### src/rtl/rob_sn_alloc.sv
`default_nettype none
// ============================================================================
// Module      : rob_sn_alloc
// Description : In-order sequence-number allocator for rob_OpCentricQueue.
//               Hands out ROB slot indices 0..p_depth-1 in program order,
//               wrapping explicitly at p_depth-1, and reclaims the oldest
//               outstanding slot whenever the ROB retires its front entry.
//               No SN is reissued while it is still outstanding.
// Revision    : 1.0 - initial release
// ----------------------------------------------------------------------------
// Parameters:
//   p_depth     number of ROB entries (>= 2), must match the ROB instance
//   p_ptrwidth  SN width, must match the ROB's p_ptrwidth
// Ports:
//   clk          sole clock, all state updates on posedge
//   rst          synchronous active-low reset
//   alloc_req_i  requester wants one SN this cycle
//   alloc_gnt_o  SN granted this cycle (combinational)
//   alloc_sn_o   SN being granted (tail pointer)
//   free_en_i    ROB front entry retired this cycle (deq_front_cpl)
//   head_sn_o    oldest outstanding SN (ROB dequeue pointer)
//   count_o      number of outstanding SNs, 0..p_depth
//   full_o       count_o == p_depth
//   empty_o      count_o == 0
//   err_o        sticky underflow flag (free while empty)
// Configuration macro:
//   ROB_SN_ALLOC_BYPASS_EN  when defined, a same-cycle free lets an
//                           allocation proceed while full.
// ============================================================================
module rob_sn_alloc #(
  parameter int p_depth    = 32,
  parameter int p_ptrwidth = $clog2(p_depth)
) (
  input  logic                  clk,
  input  logic                  rst,
  input  logic                  alloc_req_i,
  output logic                  alloc_gnt_o,
  output logic [p_ptrwidth-1:0] alloc_sn_o,
  input  logic                  free_en_i,
  output logic [p_ptrwidth-1:0] head_sn_o,
  output logic [p_ptrwidth:0]   count_o,
  output logic                  full_o,
  output logic                  empty_o,
  output logic                  err_o
);

  localparam logic [p_ptrwidth-1:0] c_last  = p_ptrwidth'(p_depth - 1);
  localparam logic [p_ptrwidth:0]   c_depth = (p_ptrwidth + 1)'(p_depth);
  localparam logic [p_ptrwidth-1:0] c_one_p = p_ptrwidth'(1);
  localparam logic [p_ptrwidth:0]   c_one_c = (p_ptrwidth + 1)'(1);

  logic [p_ptrwidth-1:0] tail_q, tail_d;
  logic [p_ptrwidth-1:0] head_q, head_d;
  logic [p_ptrwidth:0]   count_q, count_d;
  logic                  err_q, err_d;

  logic w_full;
  logic w_empty;
  logic w_gnt;
  logic w_free_ok;

  assign w_full  = (count_q == c_depth);
  assign w_empty = (count_q == '0);

  // A free on an empty allocator is an underflow: it is flagged but moves
  // nothing, so head/count stay consistent with the ROB.
  assign w_free_ok = free_en_i && !w_empty;

`ifdef ROB_SN_ALLOC_BYPASS_EN
  // When full, the slot retiring this cycle is handed straight back out.
  // Since p_depth >= 2, full implies non-empty, so that free is always valid.
  assign w_gnt = rst && alloc_req_i && (!w_full || free_en_i);
`else
  assign w_gnt = rst && alloc_req_i && !w_full;
`endif

  always_comb begin
    tail_d  = tail_q;
    head_d  = head_q;
    count_d = count_q;
    err_d   = err_q;

    // Explicit wrap so non-power-of-two depths stay within 0..p_depth-1.
    if (w_gnt) begin
      tail_d = (tail_q == c_last) ? '0 : tail_q + c_one_p;
    end

    if (w_free_ok) begin
      head_d = (head_q == c_last) ? '0 : head_q + c_one_p;
    end

    case ({w_gnt, w_free_ok})
      2'b10:   count_d = count_q + c_one_c;
      2'b01:   count_d = count_q - c_one_c;
      default: count_d = count_q;
    endcase

    if (free_en_i && w_empty) begin
      err_d = 1'b1;
    end
  end

  always_ff @(posedge clk) begin
    if (!rst) begin
      tail_q  <= '0;
      head_q  <= '0;
      count_q <= '0;
      err_q   <= 1'b0;
    end else begin
      tail_q  <= tail_d;
      head_q  <= head_d;
      count_q <= count_d;
      err_q   <= err_d;
    end
  end

  assign alloc_gnt_o = w_gnt;
  assign alloc_sn_o  = tail_q;
  assign head_sn_o   = head_q;
  assign count_o     = count_q;
  assign full_o      = w_full;
  assign empty_o     = w_empty;
  assign err_o       = err_q;

endmodule
`default_nettype wire

### config.mk
export PLATFORM = sky130hd
export DESIGN_NAME = rob_sn_alloc
export DESIGN_NICKNAME = d
export VERILOG_FILES = /design/src/rtl/rob_sn_alloc.sv
export SDC_FILE = /design/constraint.sdc
export NUM_CORES = 1
export LEC_CHECK = 0
export BUFFER_PORTS_ARGS = -buffer_cell sky130_fd_sc_hd__buf_2
export CAP_MARGIN = 20
export CORE_AREA = 2 2 74 48
export CTS_CLUSTER_SIZE = 25
export DETAILED_ROUTE_END_ITERATION = 6
export DIE_AREA = 0 0 76 50
export GPL_ROUTABILITY_DRIVEN = 0
export HOLD_SLACK_MARGIN = 0.06
export PLACE_DENSITY = 0.6
export SLEW_MARGIN = 20
export SYNTH_ARGS = -nofsm -noshare
export SYNTH_HDL_FRONTEND = slang
export SYNTH_SLANG_ARGS = --single-unit
### constraint.sdc
create_clock -name clk -period 2.5 [get_ports clk]
set_clock_uncertainty 0.15 [all_clocks]
set_input_delay 0.625 -clock clk [delete_from_list [all_inputs] [get_ports clk]]
set_output_delay 0.625 -clock clk [all_outputs]
set_load 0.1 [all_outputs]
==> results of run 1 <==
-- worst min-delay path, delay by kind of cell (launching register included) --
family	cells	cell delay, ps
AO/OA/AOI/OAI	1	40
flip-flops	1	320
AND/OR/NAND/NOR	1	70
-- metrics by stage --
step / setup WS, ps / hold slack (ps) / TNS (ps)
after floorplan: -1028 / 494.6 / -7395
after global placement: -156.2 / 296.8 / -406.3
after detailed placement: -208.7 / 309.9 / -517.4
after CTS: -123.2 / 325.5 / -297.9
after global routing: -179.1 / 378.8 / -574.0
final: -86.78 / 323.4 / -178.5
-- cell families (layout without fill, tap and decap cells) --
| group | count (synthesis) | in the layout |
|---|---|---|
| xor+xnor | 3 | 3 |
| fa+ha+maj | 10 | 10 |
| buf+inv | 7 | 49 |
| compound gates | 27 | 27 |
| flops | 17 | 17 |
| mux | 5 | 5 |
| simple gates | 41 | 41 |
-- state kept, by name, summed over array words and instances, names as in the netlist --
signal and count:
alloc_sn_o 5, err_o 1, head_sn_o 5, count_o 6
-- routing by layer --
| metal | part of all wire [%] | wire (um) | vias up | GRT usage, % |
|---|---|---|---|---|
| met4 | 0.57 | 15 | 0 | 1.818 |
| met5 | 0 | 0 | - | 0 |
| met3 | 4.9 | 129 | 4 | 4.212 |
| li1 | - | - | 484 | - |
| met1 | 52 | 1361 | 453 | 20.58 |
| met2 | 43 | 1116 | 23 | 23.21 |
-- report_power, final --
group | switching, mW | leakage [nW] | total (mW) | internal, mW
sequential | 0.0463 | 0.141 | 0.387 | 0.341
combinational | 1.02 | 0.506 | 1.62 | 0.596
clock | 0.0915 | 0.0228 | 0.205 | 0.113
-- cell type report --
type / instances / area, um2 / area share, %
clock buffer: 4 / 45.04 / 3.043
inverter: 3 / 11.26 / 0.7608
sequential: 17 / 354.1 / 23.92
timing repair buffer: 42 / 297.8 / 20.12
tap: 45 / 56.30 / 3.804
multi-input combinational: 86 / 715.7 / 48.35
-- what timing repair did --
item	in CTS	in global routing
pin swaps	8	5
setup endpoints to repair	5	8
gates resized for setup	4	3
setup buffers	2	1
-- worst paths after layout --
check	from	endpoint	slack, ps	depth (start not counted)
worst max register to register	count_o[1]$_SDFFE_PN0P_	count_o[5]$_SDFFE_PN0P_	-90	11
worst min-delay path	err_o$_SDFFE_PN0P_	err_o$_SDFFE_PN0P_	320	2
worst min register to register	err_o$_SDFFE_PN0P_	err_o$_SDFFE_PN0P_	320	2
worst max-delay path	count_o[1]$_SDFFE_PN0P_	count_o[5]$_SDFFE_PN0P_	-90	11
-- synth_stat cells (all sizes together) --
library cell	number	share of area, %
dfxtp	17	34
nor2	13	4.9
a21oi	9	4.5
ha	9	11
nand2	9	3.4
mux2i	5	5.0
o21ai	5	2.5
o31ai	4	4.4
and3	3	1.9
inv	3	1.1
nor2b	3	2.9
nor3	3	2.6
nor3b	3	2.2
a211oi	2	1.5
a21o	2	1.5
a32o	2	2.0
buf	2	1.6
clkbuf	2	0.75
nand3	2	1.0
or4	2	1.9
xor2	2	1.8
a31oi	1	0.63
and2	1	0.63
fa	1	2.0
nand3b	1	0.75
nor4b	1	0.88
o211ai	1	0.75
o2bb2ai	1	0.88
xnor2	1	0.88
-- cell usage in the layout (no fill, tap or decap), types with 4 or more instances in the layout --
master and n:
sky130_fd_sc_hd__dfxtp_1 12, sky130_fd_sc_hd__nand2_1 8, sky130_fd_sc_hd__ha_4 4, sky130_fd_sc_hd__mux2i_1 5, sky130_fd_sc_hd__ha_1 5, sky130_fd_sc_hd__buf_2 20
sky130_fd_sc_hd__nor2_1 12, sky130_fd_sc_hd__buf_4 18, sky130_fd_sc_hd__a21oi_1 8
==> impl_metrics.yaml, run 1 <==
die:
  fp.dieArea_um2: 3800
  io_pins: 24
  start_util_pct: 32.26
  die_width_um: 76
  placement_row_count: 16
  die_h_um: 50
  core_area_um2: 3103
drt:
  via_per_inst: 4.893
  remaining_antenna_violation_count_after_routing: 0
  route.vias.total: 964
  wire_per_inst_um: 13.31
  drt_drc_violations_left: 0
  detail_route.first_pass.iterations: 5
  number_of_drc_violations_after_detailed_routing_iteration_0: 52
  wirelength_um: 2622
worst_setup_path:
  worstPathMaxFanout: 6
  kind_of_end_point_of_the_critical_path: "flop"
  worstSetupPathType: "reg2reg"
  critical_path.startpoint_type: "flop"
  crit_arrival_ps: 2620
  critical_path.cell_chain: "or4_4, nor3_4, nor2b_2, nand2_2, ha_4, ha_4, a211oi_2, nor2_2, mux2i_1, o21ai_1, mux2i_1"
  path_buf_inv: 0
  timing.critical_path.slowest_cell_delay_ps: 570
  cp_slowest_cell: "sky130_fd_sc_hd__or4_4"
  cp_data_required_time_ps: 2530
  critical-path-top-delay-family: "simple AND/OR/NAND/NOR gates"
timing:
  report.final.slew_viol_count: 0
  final.setup.worst_slack_ps: -86.78
  period_share_pct: 103.5
  max_freq_ghz: 0.3866
  max-slew-margin-rel_pct: 67.77
  hold_violations: 0
  worst_slew_pin_slew_ps: 482.9
  grt_setup_unrepaired: "true"
  setup_viol: 4
  finalWorstPathRequiredPeriod_ps: 2587
grt:
  antenna_found_initial: 0
  overflow: 0
  grt_first_pass_wirelength_um: 4436
  grt_use_total_pct: 14.71
  largest_net_degree_at_the_start_of_global_routing: 15
  first_global_vias: 932
layout:
  fillers: 305
  drive_above_1_share_pct: 44.74
  nNetsFinal: 167
  area_growth_syn_to_layout_pct: 47.88
  insertedDiodeCount: 0
  instances_no_fill: 197
  finalCoreUtilization_pct: 47.70
  post-route-cell-area_um2: 1480
placed_design:
  dp_hpwl_um: 2065
  placed_instances: 193
  post_dp_cell_area_um2: 1413
  port_buffers: 23
outcome:
  failing_checks: "setup timing"
  outcome: "complete, but fails checks"
cts:
  clkTransAtPathRegs_ps: 60
  post_cts_hold_fix_bufs: 0
  buffers_from_clock_root_to_sink_at_most: 2
  cts_made_buffers: 3
  clock_sink_count: 17
  clk-insertion-delay-late_ps: 250
  htree_num_levels: 1
  cts.root.buffer_cell: "sky130_fd_sc_hd__clkbuf_8"
  tritoncts: "yes"
pwr:
  vdd_drop_max_uv: 627.7
  powerDensity_nw_per_um2: 1493
  power.leakage_nw: 0.6698
  post-layout-total-power_mw: 2.209
synth:
  post_synth_num_cell_types: 35
  syn-cell-area_um2: 1001
  share_of_the_synthesized_area_in_compound_gates_ao_oa_aoi_oai_pct: 18.63
  synth_fa_ha_area_share_pct: 13.25
  synth_top_family_by_area: "simple AND/OR/NAND/NOR gates"
  synth_nets: 124
  synth-seq-cells: 17
  synth.avg_cell_area_um2: 9.100
  post_synth_inst_count: 110
  ys.warnings.count: 0
  muxShareOfSynthArea_pct: 5.000
  synth-seq-area-share_pct: 34.00
  yosys.area_share.xor_xnor_pct: 2.625
  synthSimpleGateAreaFrac_pct: 23.00
min_path:
  hp-class: "reg2reg"
job:
  maxCapViolCount: 0
Note: power is estimated with default switching activity, not from simulation.
==> inputs of run 2 (changes only) <==
--- a/config.mk
+++ b/config.mk
@@ -5,15 +5,17 @@
 export SDC_FILE = /design/constraint.sdc
 export NUM_CORES = 1
 export LEC_CHECK = 0
+export ABC_AREA = 1
 export BUFFER_PORTS_ARGS = -buffer_cell sky130_fd_sc_hd__buf_2
 export CAP_MARGIN = 20
-export CORE_AREA = 2 2 74 48
+export CORE_AREA = 2 2 76 49
 export CTS_CLUSTER_SIZE = 25
 export DETAILED_ROUTE_END_ITERATION = 6
-export DIE_AREA = 0 0 76 50
+export DIE_AREA = 0 0 78 51
 export GPL_ROUTABILITY_DRIVEN = 0
 export HOLD_SLACK_MARGIN = 0.06
 export PLACE_DENSITY = 0.6
+export SKIP_LAST_GASP = 1
 export SLEW_MARGIN = 20
 export SYNTH_ARGS = -nofsm -noshare
 export SYNTH_HDL_FRONTEND = slang
==> impl_metrics.yaml, run 2 <==
die:
  die_h_um: 51
  placement_row_count: 17
  start_util_pct: 31.25
  core_area_um2: 3403
  die_width_um: 78
  fp.dieArea_um2: 3978
  io_pins: 24
worst_setup_path:
  reg2reg_slack_ps: 250
  worstPathMaxFanout: 8
  cp_slowest_cell: "sky130_fd_sc_hd__buf_2"
  timing.critical_path.slowest_cell_delay_ps: 410
  critical_path.cell_chain: "nor2_4, nand4_4, buf_4, inv_1, buf_2"
  path_buf_inv: 3
  crit_arrival_ps: 1580
  worstSetupPathType: "reg2out"
  kind_of_end_point_of_the_critical_path: "primary output"
  cp_data_required_time_ps: 1730
  critical-path-top-delay-family: "buffers and inverters"
  critical_path.startpoint_type: "flop"
synth:
  synth.avg_cell_area_um2: 7.284
  post-synth-top-area-cell: "sky130_fd_sc_hd__dfxtp_1"
  post_synth_num_cell_types: 20
  syn-cell-area_um2: 1064
  synth-seq-cells: 17
  synth-seq-area-share_pct: 32.00
  postSynth.topFlopCell: "sky130_fd_sc_hd__dfxtp_1"
  netlist_top_cells_count: "sky130_fd_sc_hd__nand2_1 (27), sky130_fd_sc_hd__inv_1 (22), sky130_fd_sc_hd__nor2_1 (20)"
  yosys.cell_count.top_type: "sky130_fd_sc_hd__nand2_1"
  yosysTopAreaCellShare_pct: 32.00
  synth_nets: 160
  post_synth_main_area_contributors: "sky130_fd_sc_hd__dfxtp_1 (32%), sky130_fd_sc_hd__ha_1 (11%), sky130_fd_sc_hd__nand2_1 (9.5%), sky130_fd_sc_hd__inv_1 (7.8%), sky130_fd_sc_hd__nor2_1 (7.1%)"
  post_synth_inst_count: 146
  ys.warnings.count: 0
  synth_enable_flop_cells: 0
  synthArstFlopShare_pct: 0
timing:
  final.setup.worst_slack_ps: 142.9
  max-slew-margin-rel_pct: 67.73
  report.final.slew_viol_count: 0
  setup_viol: 0
  period_share_pct: 94.28
  grt_setup_unrepaired: "false"
  hold_violations: 0
  worst_slew_pin_slew_ps: 487.4
  finalSetupTns_ps: 0
  max_freq_ghz: 0.4242
  finalWorstPathRequiredPeriod_ps: 2357
grt:
  first_global_vias: 865
  grt_use_total_pct: 12.86
  grt_first_pass_wirelength_um: 4071
  overflow: 0
  largest_net_degree_at_the_start_of_global_routing: 12
  antenna_found_initial: 0
layout:
  multi_input_area_um2: 639.4
  fillers: 392
  insertedDiodeCount: 0
  layout.cells.most_common: "sky130_fd_sc_hd__nand2_1"
  seqCellArea_um2: 347.8
  post-route-cell-area_um2: 1339
  largest_register_ffs: 6
  area_growth_syn_to_layout_pct: 25.88
  nNetsFinal: 191
  commonest_cells_after_routing_fill_and_taps_aside: "sky130_fd_sc_hd__nand2_1 (27), sky130_fd_sc_hd__buf_2 (22), sky130_fd_sc_hd__inv_1 (21), sky130_fd_sc_hd__nor2_1 (20), sky130_fd_sc_hd__nand3_1 (14)"
  drive_above_1_share_pct: 26.14
job:
  maxCapViolCount: 0
cts:
  tritoncts: "yes"
  number_of_setup_buffers_added_after_cts: 0
  cts_made_buffers: 3
  htree_num_levels: 1
  buffers_from_clock_root_to_sink_at_most: 2
  clk-insertion-delay-late_ps: 250
  cts.root.buffer_cell: "sky130_fd_sc_hd__clkbuf_8"
  post_cts_hold_fix_bufs: 0
  clkTransAtPathRegs_ps: 70
  clock_sink_count: 17
  post_cts_resize_count: 0
placed_design:
  dp_hpwl_um: 1868
  post_dp_cell_area_um2: 1290
  port_buffers: 23
  pre_cts_ws_ps: 95.87
drt:
  wirelength_um: 2380
  route.vias.total: 987
  drt_drc_violations_left: 0
  via_per_inst: 4.426
  wire_per_inst_um: 10.67
  number_of_drc_violations_after_detailed_routing_iteration_0: 46
  remaining_antenna_violation_count_after_routing: 0
  detail_route.first_pass.iterations: 4
pwr:
  power.leakage_nw: 0.6940
  powerDensity_nw_per_um2: 1371
  post-layout-total-power_mw: 1.836
  vdd_drop_max_uv: 979.4
min_path:
  hp-class: "reg2reg"
outcome:
  outcome: "finished, final reports clean"
-- run 2: worst paths after layout --
path,start,endpoint,cells after the start
setup / recovery,count_o[0]$_SDFFE_PN0P_,full_o,5
hold / removal,err_o$_SDFFE_PN0P_,err_o$_SDFFE_PN0P_,2
setup reg to reg,count_o[0]$_SDFFE_PN0P_,count_o[3]$_SDFFE_PN0P_,13
hold reg to reg,err_o$_SDFFE_PN0P_,err_o$_SDFFE_PN0P_,2
-- run 2: kinds of logic after synthesis --
family,count (synthesis),share of synthesized area (%)
XOR/XNOR,4,3.294
buffers and inverters,23,8.117
AO/OA/AOI/OAI,18,8.706
AND/OR/NAND/NOR,74,35.41
adder cells (fa/ha/maj),10,12.47
flip-flops,17,32.00
-- run 2: layer usage --
metal  vias to the layer above  share of wire, %  global-route usage (%)
li1                        528                 -                       -
met4                         0                 0                   1.754
met3                         0               5.5                   3.710
met5                         -                 0                       0
met1                       435                56                   19.78
met2                        24                38                   17.82
-- run 2: worst reg2reg max path: stages, from the launching register on --
cell and delay, ps:
sky130_fd_sc_hd__dfxtp_2 370, sky130_fd_sc_hd__nor2_4 170, sky130_fd_sc_hd__nand4_4 160, sky130_fd_sc_hd__nand2_4 130
sky130_fd_sc_hd__inv_1 80, sky130_fd_sc_hd__ha_2 230, sky130_fd_sc_hd__ha_1 350, sky130_fd_sc_hd__inv_1 50
sky130_fd_sc_hd__nand2_1 80, sky130_fd_sc_hd__nand2_1 70, sky130_fd_sc_hd__or2_0 200, sky130_fd_sc_hd__nand3_1 70
sky130_fd_sc_hd__nand2_1 60, sky130_fd_sc_hd__inv_1 40
-- run 2: through the flow --
step,instances,hold WS [ps],util (%)
after floorplan,146,599.7,-
after global placement,219,304.4,37.90
after detailed placement,219,318.3,37.90
after CTS,223,337.3,39.26
after global routing,223,380.7,39.34
final,223,332.2,39.34
-- run 2: area by class of cell --
cell class / instances / area share [%]
clock buffers: 3 / 3.084
clock inverters: 1 / 0.3738
inverters: 22 / 6.449
multi-input cells: 106 / 47.76
flip-flops and latches: 17 / 25.98
well taps: 47 / 4.393
repair buffers: 27 / 11.96
-- run 2: report_power, final --
part,internal [mW],switching [mW],leakage [nW]
clock,0.111,0.103,0.0255
combinational,0.269,0.920,0.527
sequential,0.344,0.0877,0.141
total,0.724,1.11,0.694
